==> src/rtl/hazard_pkg.sv <==
// Shared types for the pipeline hazard controller: FSM states,
// forwarding selects and the stall/flush control bundle.
package hazard_pkg;

  typedef enum logic [1:0] {
    HZ_RUN      = 2'd0,
    HZ_BUBBLE   = 2'd1,
    HZ_MEM_WAIT = 2'd2
  } hz_state_t;

  localparam logic [1:0] FWD_RF  = 2'b00;
  localparam logic [1:0] FWD_WB  = 2'b01;
  localparam logic [1:0] FWD_MEM = 2'b10;

  typedef struct packed {
    logic stall_pc;
    logic stall_if_id;
    logic stall_id_ex;
    logic stall_ex_mem;
    logic flush_if_id;
    logic flush_id_ex;
    logic flush_mem_wb;
  } hz_ctrl_t;

  localparam hz_ctrl_t CTRL_IDLE = '0;

  // x0 is hardwired zero, so a write to it never produces a hazard.
  function automatic logic reg_hit(
    input logic       en,
    input logic [4:0] rd,
    input logic [4:0] rs
  );
    return en && (rd != 5'd0) && (rd == rs);
  endfunction

endpackage

==> src/rtl/hazard_fwd_unit.sv <==
// EX-stage operand forwarding select for one source operand.
// EX/MEM results take precedence over older MEM/WB results.
module hazard_fwd_unit
  import hazard_pkg::*;
(
  input  logic [4:0] rs,
  input  logic [4:0] mem_rd,
  input  logic       mem_reg_write,
  input  logic [4:0] wb_rd,
  input  logic       wb_reg_write,
  output logic [1:0] sel
);

  logic mem_hit;
  logic wb_hit;

  assign mem_hit = reg_hit(mem_reg_write, mem_rd, rs);
  assign wb_hit  = reg_hit(wb_reg_write, wb_rd, rs);

  always_comb begin
    sel = FWD_RF;
    if (mem_hit) begin
      sel = FWD_MEM;
    end else if (wb_hit) begin
      sel = FWD_WB;
    end
  end

endmodule

==> src/rtl/pipeline_hazard_ctrl.sv <==
// Hazard/stall controller for the 5-stage RV32 pipeline.
// Optional perf counters are enabled with HAZ_PERF_CNT_EN.
module pipeline_hazard_ctrl
  import hazard_pkg::*;
#(
  parameter int MEM_TIMEOUT = 255,
  parameter int CNT_W       = 16
) (
  input  logic        clk,
  input  logic        reset,
  input  logic [4:0]  id_rs1,
  input  logic [4:0]  id_rs2,
  input  logic        id_use_rs1,
  input  logic        id_use_rs2,
  input  logic [4:0]  ex_rs1,
  input  logic [4:0]  ex_rs2,
  input  logic [4:0]  ex_rd,
  input  logic        ex_mem_read,
  input  logic        ex_redirect,
  input  logic [4:0]  mem_rd,
  input  logic        mem_reg_write,
  input  logic        mem_req,
  input  logic        mem_ready,
  input  logic [4:0]  wb_rd,
  input  logic        wb_reg_write,
  output logic        stall_pc,
  output logic        stall_if_id,
  output logic        stall_id_ex,
  output logic        stall_ex_mem,
  output logic        flush_if_id,
  output logic        flush_id_ex,
  output logic        flush_mem_wb,
  output logic [1:0]  fwd_a,
  output logic [1:0]  fwd_b,
  output logic        mem_err,
`ifdef HAZ_PERF_CNT_EN
  output logic [31:0] perf_stall_cyc,
  output logic [31:0] perf_flush_cnt,
`endif
  output logic [1:0]  hz_state
);

  localparam logic [CNT_W-1:0] TIMEOUT = CNT_W'(MEM_TIMEOUT);

  hz_state_t        state;
  hz_state_t        state_next;
  hz_ctrl_t         ctrl;
  logic [CNT_W-1:0] cnt;
  logic [CNT_W-1:0] cnt_inc;
  logic             memwait;
  logic             loaduse;
  logic             loaduse_go;
  logic             redirect_go;

  assign memwait = mem_req & ~mem_ready;

  assign loaduse = ex_mem_read & (ex_rd != 5'd0) &
                   ((id_use_rs1 & (ex_rd == id_rs1)) |
                    (id_use_rs2 & (ex_rd == id_rs2)));

  // In BUBBLE the dependent instruction already got its one bubble.
  assign redirect_go = ex_redirect & ~memwait;
  assign loaduse_go  = loaduse & ~memwait & ~ex_redirect &
                       (state != HZ_BUBBLE);

  always_comb begin
    ctrl = CTRL_IDLE;
    if (memwait) begin
      ctrl.stall_pc     = 1'b1;
      ctrl.stall_if_id  = 1'b1;
      ctrl.stall_id_ex  = 1'b1;
      ctrl.stall_ex_mem = 1'b1;
      ctrl.flush_mem_wb = 1'b1;
    end else if (redirect_go) begin
      ctrl.flush_if_id  = 1'b1;
      ctrl.flush_id_ex  = 1'b1;
    end else if (loaduse_go) begin
      ctrl.stall_pc     = 1'b1;
      ctrl.stall_if_id  = 1'b1;
      ctrl.flush_id_ex  = 1'b1;
    end
  end

  always_comb begin
    state_next = state;
    unique case (state)
      HZ_RUN: begin
        if (memwait) begin
          state_next = HZ_MEM_WAIT;
        end else if (loaduse_go) begin
          state_next = HZ_BUBBLE;
        end
      end
      HZ_BUBBLE: begin
        state_next = memwait ? HZ_MEM_WAIT : HZ_RUN;
      end
      HZ_MEM_WAIT: begin
        if (mem_ready) begin
          state_next = HZ_RUN;
        end
      end
      default: state_next = HZ_RUN;
    endcase
  end

  assign cnt_inc = (cnt == TIMEOUT) ? cnt : cnt + 1'b1;

  always_ff @(posedge clk) begin
    if (reset) begin
      state   <= HZ_RUN;
      cnt     <= '0;
      mem_err <= 1'b0;
    end else begin
      state <= state_next;
      if ((state == HZ_MEM_WAIT) && (state_next == HZ_MEM_WAIT)) begin
        cnt <= cnt_inc;
        if (cnt_inc == TIMEOUT) begin
          mem_err <= 1'b1;
        end
      end else begin
        cnt <= '0;
      end
    end
  end

`ifdef HAZ_PERF_CNT_EN
  always_ff @(posedge clk) begin
    if (reset) begin
      perf_stall_cyc <= '0;
      perf_flush_cnt <= '0;
    end else begin
      if (ctrl.stall_pc) begin
        perf_stall_cyc <= perf_stall_cyc + 32'd1;
      end
      if (ctrl.flush_if_id) begin
        perf_flush_cnt <= perf_flush_cnt + 32'd1;
      end
    end
  end
`endif

  assign stall_pc     = ctrl.stall_pc;
  assign stall_if_id  = ctrl.stall_if_id;
  assign stall_id_ex  = ctrl.stall_id_ex;
  assign stall_ex_mem = ctrl.stall_ex_mem;
  assign flush_if_id  = ctrl.flush_if_id;
  assign flush_id_ex  = ctrl.flush_id_ex;
  assign flush_mem_wb = ctrl.flush_mem_wb;
  assign hz_state     = state;

  hazard_fwd_unit u_fwd_a (
    .rs            (ex_rs1),
    .mem_rd        (mem_rd),
    .mem_reg_write (mem_reg_write),
    .wb_rd         (wb_rd),
    .wb_reg_write  (wb_reg_write),
    .sel           (fwd_a)
  );

  hazard_fwd_unit u_fwd_b (
    .rs            (ex_rs2),
    .mem_rd        (mem_rd),
    .mem_reg_write (mem_reg_write),
    .wb_rd         (wb_rd),
    .wb_reg_write  (wb_reg_write),
    .sel           (fwd_b)
  );

endmodule

==> config.mk <==
export PLATFORM = sky130hd
export DESIGN_NAME = pipeline_hazard_ctrl
export DESIGN_NICKNAME = d
export VERILOG_FILES = /design/src/rtl/hazard_pkg.sv /design/src/rtl/hazard_fwd_unit.sv /design/src/rtl/pipeline_hazard_ctrl.sv
export SDC_FILE = /design/constraint.sdc
export NUM_CORES = 1
export LEC_CHECK = 0
export ABC_AREA = 0
export CORE_ASPECT_RATIO = 2
export CORE_UTILIZATION = 41
export CTS_BUF_LIST = sky130_fd_sc_hd__clkbuf_2
export CTS_CLUSTER_DIAMETER = 50
export DETAILED_ROUTE_END_ITERATION = 6
export PLACE_DENSITY = 0.81
export SKIP_LAST_GASP = 1
export SYNTH_ARGS = -nofsm -noshare
export SYNTH_HDL_FRONTEND = slang
export SYNTH_HIERARCHICAL = 1
export SYNTH_SLANG_ARGS = --single-unit
export TNS_END_PERCENT = 5
==> constraint.sdc <==
create_clock -name clk -period 2.3 [get_ports clk]
set_input_delay 0.345 -clock clk [delete_from_list [all_inputs] [get_ports clk]]
set_output_delay 0.345 -clock clk [all_outputs]
set_load 0.02 [all_outputs]
# Word-level counts from Yosys, hierarchy flattened
# Index checks and enable logic that the tools add are counted.
# totals
regBits	19
latch_bits	0
mem_bits_rw	0
rom_bits	0
output_inout_bits	14
n_memories	0
# classes
addsub	1
multipliers	0
div_mod_pow	0
order_cmp	0
eq_ne	12
n_shift	0
n_mux	19
bitwise	14
n_reduce_logical	13
# op_table
cell	count
16-bit by 8-bit equality test with 1-bit output (second input constant)	2
5-bit equality test	6
2-bit 2-to-1 mux	11
16-bit by 1-bit adder with 16-bit output (second input constant)	1
16-bit 2-to-1 mux	1
5-bit nonzero test	3
1-bit AND	9
1-bit logical AND	7
1-bit 2-to-1 mux	6
2-bit one-hot mux with 3 select lines	1
2-bit equality test (second input constant)	2
1-bit NOT	4
2-bit by 1-bit equality test with 1-bit output (second input constant)	1
2-bit logical NOT	1
2-bit by 1-bit != test with 1-bit output (second input constant)	1
2-bit AND reduction	1
2-bit OR reduction	1
1-bit bitwise OR	1

# Depth between registers and ports, before layout
# depth
word_depth	14
mapped_depth	7
depth_no_buf	6

# Hierarchy
# The synthesis kept the hierarchy.
# modules_own_cells
mod	n_inst	cells_per_inst	area_each_um2
pipeline_hazard_ctrl	1	159	1350.0
hazard_fwd_unit	2	21	158.9

# Worst setup path before layout
# Ideal clock, no wire load.
# synth_timing
kind	register -> register
from	reg cnt[0]
to	reg mem_err
setup_time_ns	0.088
arrival_ns	1.835
slack_ns	0.377
stages_incl_launch_ff	8
period_less_slack_ns	1.923
cell_sequence	dfxtp_1 -> ha_1 -> buf_2 -> and3_1 -> nand4_1 -> mux2i_1 -> a2111o_1 -> o32ai_2
# synth_between
elab_chain_cells	4
elab_cells_between_ends	5
classes_between	1 x add/sub; 2 x eq/ne; 1 x mux; 1 x reduce/logical
# synth_rtl
element	line	rtl
start, declared	pipeline_hazard_ctrl.sv:48	logic [CNT_W-1:0] cnt;
start signal, assigned	pipeline_hazard_ctrl.sv:116	cnt <= cnt_inc;
16-bit by 1-bit adder with 16-bit output or 16-bit by 8-bit equality test with 1-bit output (tied branches)	pipeline_hazard_ctrl.sv:106	assign cnt_inc = (cnt == TIMEOUT) ? cnt : cnt + 1'b1;
16-bit 2-to-1 mux (*)	pipeline_hazard_ctrl.sv:106	
16-bit by 8-bit equality test with 1-bit output (*)	pipeline_hazard_ctrl.sv:117	if (cnt_inc == TIMEOUT) begin
2-bit AND reduction (no line) (*)	n/a	
end signal, assigned	pipeline_hazard_ctrl.sv:112	mem_err <= 1'b0;
end signal, assigned	pipeline_hazard_ctrl.sv:118	mem_err <= 1'b1;
end, declared	pipeline_hazard_ctrl.sv:35	output logic mem_err,
# Every way passes the cells marked *; elsewhere a longest branch is shown, timed or not.
# A chain may end at the register's enable or synchronous reset.

# Worst setup path after layout
# layout_timing
from	in mem_rd[2]
to	out fwd_a[1]
# layout_between
elab_chain_cells	4
elab_cells_between_ends	5
classes_between	1 x eq/ne; 1 x mux; 3 x reduce/logical
# layout_rtl
element	line	rtl
start, declared	pipeline_hazard_ctrl.sv:20	input logic [4:0] mem_rd,
5-bit nonzero test	hazard_pkg.sv:33	return en && (rd != 5'd0) && (rd == rs);
1-bit logical AND	hazard_pkg.sv:33	
1-bit logical AND (*)	hazard_pkg.sv:33	
2-bit 2-to-1 mux (*)	hazard_fwd_unit.sv:22	if (mem_hit) begin
end, declared	pipeline_hazard_ctrl.sv:33	output logic [1:0] fwd_a,
# Marks and branches as above.

==> impl_results.md <==
- Die area: 4340 sq um
- Worst-path clk slew: 190 ps
- Routed Antenna Nets: 0
- Syn Area/Cell: 8.30 sq um
- Stages on worst setup path: 6
- Pwr dens: 295 nW/um^2
- Fin crit period: 2280 ps
- Residual DRC: 0
- Fmax: 438 MHz
- Ranking of synthesized cells by area: dfxtp_1, xor2_1, xnor2_1
- Max Cap Viol: 0
- Num rows: 32
- Placer Congestion: 0.882
- Later-pin clock latency in the skew report: 320 ps
- Synth top area share: 22.8%
- Tcrit/Tclk final: 99.2%
- Crit path max-delay family: buffers and inverters
- Ant diodes: 0
- Post-synth EDFFs: 0
- Io pins: 59
- Top post-synthesis cells by count: nor2_1, xor2_1, dfxtp_1
- Worst clock skew: 9.69 ps
- Setup TNS: 0 ps
- Placed cell areas: 2350 sq um
- Net switching power: 194 uW
- Seq cells post-synth: 19
- Synth async-reset ratio: 0%
- Status: completed
- CP arrival: 1940 ps
- Total Routing Usage GR: 24.1%
- DPL Wire Length: 3780 um
- Htree depth: 1
- Int Pwr: 502 uW
- CTS tree: done
- Synth warn: 6
- Clock network power share: 22.2%
- CTS sink cnt: 19
- Final core area utilization: 60.8%
- Slew HR: 72.8%
- CP Cell Sequence: clkdlybuf4s50_1 -> xnor2_1 -> nand3_1 -> a211oi_2 -> buf_4 -> dlygate4sd2_1
- Via density: 5.49
- Top-count cell post-synth: nor2_1
- DRT iter0 DRCs: 58
- First-pass GRT wire length: 7730 um
- Hold_buf cts: 0
- Avg WL per Cell: 14.3 um
- Gate power share: 29.9%
- Final net count: 313
- WHS Path Cells: 2
- Synth Net Count: 247
- Largest net degree at the start of global routing: 16
- P&R area growth vs syn: 41.6%
- Pins Over Slew Limit: 0
- Share of cells above drive strength 1: 15.0%
- Starting Density: 42.9%
- CP peak stage delay: 590 ps
- WP buf/inv: 3
- Cell count after synthesis: 201
- Worst-path fanout max: 4
- Worst vdd ir: 0.000190 V
- Net Sw Frac: 27.8%
- Worst Path Class, Setup: in2out
- Worst setup SP type: primary input
- Worst Path Required: 1960 ps
- Sequential power share: 47.9%
- Fin. Hold Viols: 0
- Cell area after layout: 2360 sq um
- Worst r2r path cells: 7
- Antenna violations before repair: 0
- Final setup viols: 0
- RSZ-0062 raised after global routing: true
- Die H: 92.2 um
- Clock root buffer: clkbuf_2
- Vias: 1,741
- Slew @ Worst Pin: 407 ps
- # port buffers: 58
- Die X-Extent: 47.1 um
- Gr ovfl total: 0
- Element type at the critical path end: primary output
- Total CTS buffers: 3
- Register area share after synthesis: 22.8%
- Mapped cell area: 1670 sq um
- DR pass1 iterations: 4
- Max Root-Sink Buffers: 2
- Core area: 3880 sq um
- Slowest cell on crit path: clkdlybuf4s50_1
- Vias in the first global route: 1,833
- Leak pwr: 0.000870 uW
- Main flop type after synthesis: dfxtp_1
- Min-delay worst type: reg2reg
- Total wire length: 4540 um
- Post-synth cell types: 47
- Post-synth top area cell: dfxtp_1
==> cell usage in the layout (no fill, tap or decap), drive strengths merged, types with 2 or more instances in the layout <==
cell type and instances:
or4 2, clkbuf 6, a211oi 4, buf 18, mux2i 3, a211o 2, nor2b 3, inv 6
o211ai 2, nor2 24, nand2b 2, dfxtp 19, nand2 9, clkdlybuf4s50 49, dlygate4sd2 5, o41ai 2
and2 2, nor4 7, a21oi 3, nor3 11, xor2 22, o21ai 4, nand3 12, and3 5
nand4 8, a31oi 3, xnor2 18
==> worst paths after layout <==
check	start	to	slack, ps
hold / removal	mem_err	mem_err	510
setup / recovery	mem_rd[2]	fwd_a[1]	20
hold reg to reg	mem_err	mem_err	510
setup reg to reg	cnt[0]	mem_err	260
==> stage by stage <==
stage,worst slack (ps),power [uW],std cells,hold slack (ps)
global route,-78.9,726,317,533
CTS,-173,694,317,521
global placement,-409,548,313,474
finish,18.2,696,317,514
floorplan,377,417,201,422
detailed placement,-453,551,313,498
==> what timing repair did <==
item / in CTS / in global routing
setup endpoints to repair: 7 / 7
gates resized for setup: 8 / 11
pin swaps: 1 / 2
buffers inserted: 0 / 0
==> final cells by class <==
type / instances / area, sq um
fillers: 352 / 1520
multi-input cells: 162 / 1180
repair buffers: 75 / 692
flip-flops and latches: 19 / 380
well taps: 51 / 63.8
clock buffers: 4 / 20.0
inverters: 6 / 22.5
==> power by group through the flow <==
stage	sequential (uW)	combinational (uW)	clock, uW
floorplan	340	77.1	0
global placement	340	208	0
detailed placement	340	212	0
CTS	333	208	153
global route	334	225	168
finish	333	208	155
==> state kept, by name, summed over array words and instances (netlist names) <==
register  flops
cnt          16
mem_err       1
hz_state      2
==> tightest hold or removal path, delay by kind of cell (launching register included) <==
| kind | cells | cell delay (ps) |
|---|---|---|
| flops | 1 | 360 |
| compound gates | 1 | 60 |
| buf+inv | 1 | 70 |
==> cells by family (layout without fill, tap and decap cells) <==
group	count (synthesis)	in the layout	share of synthesized area (%)
buffers and inverters	20	85	6.98
DFF	19	19	22.8
AOI/OAI and AO/OA	28	28	15.8
and+or+nand+nor	90	90	30.8
muxes	3	3	1.80
xor gates and xnor gates	40	40	21.0
adders and majority gates	1	1	0.750
==> routing by layer <==
metal  vias up  routed length [um]  global-route usage (%)
met5         -                   0                       0
met4         0                 222                    13.6
met3        20                 158                    3.35
met2        62                2730                    46.4
met1       804                1430                    20.9
li1        855                   -                       -
Power figures use the tool's default switching activity.
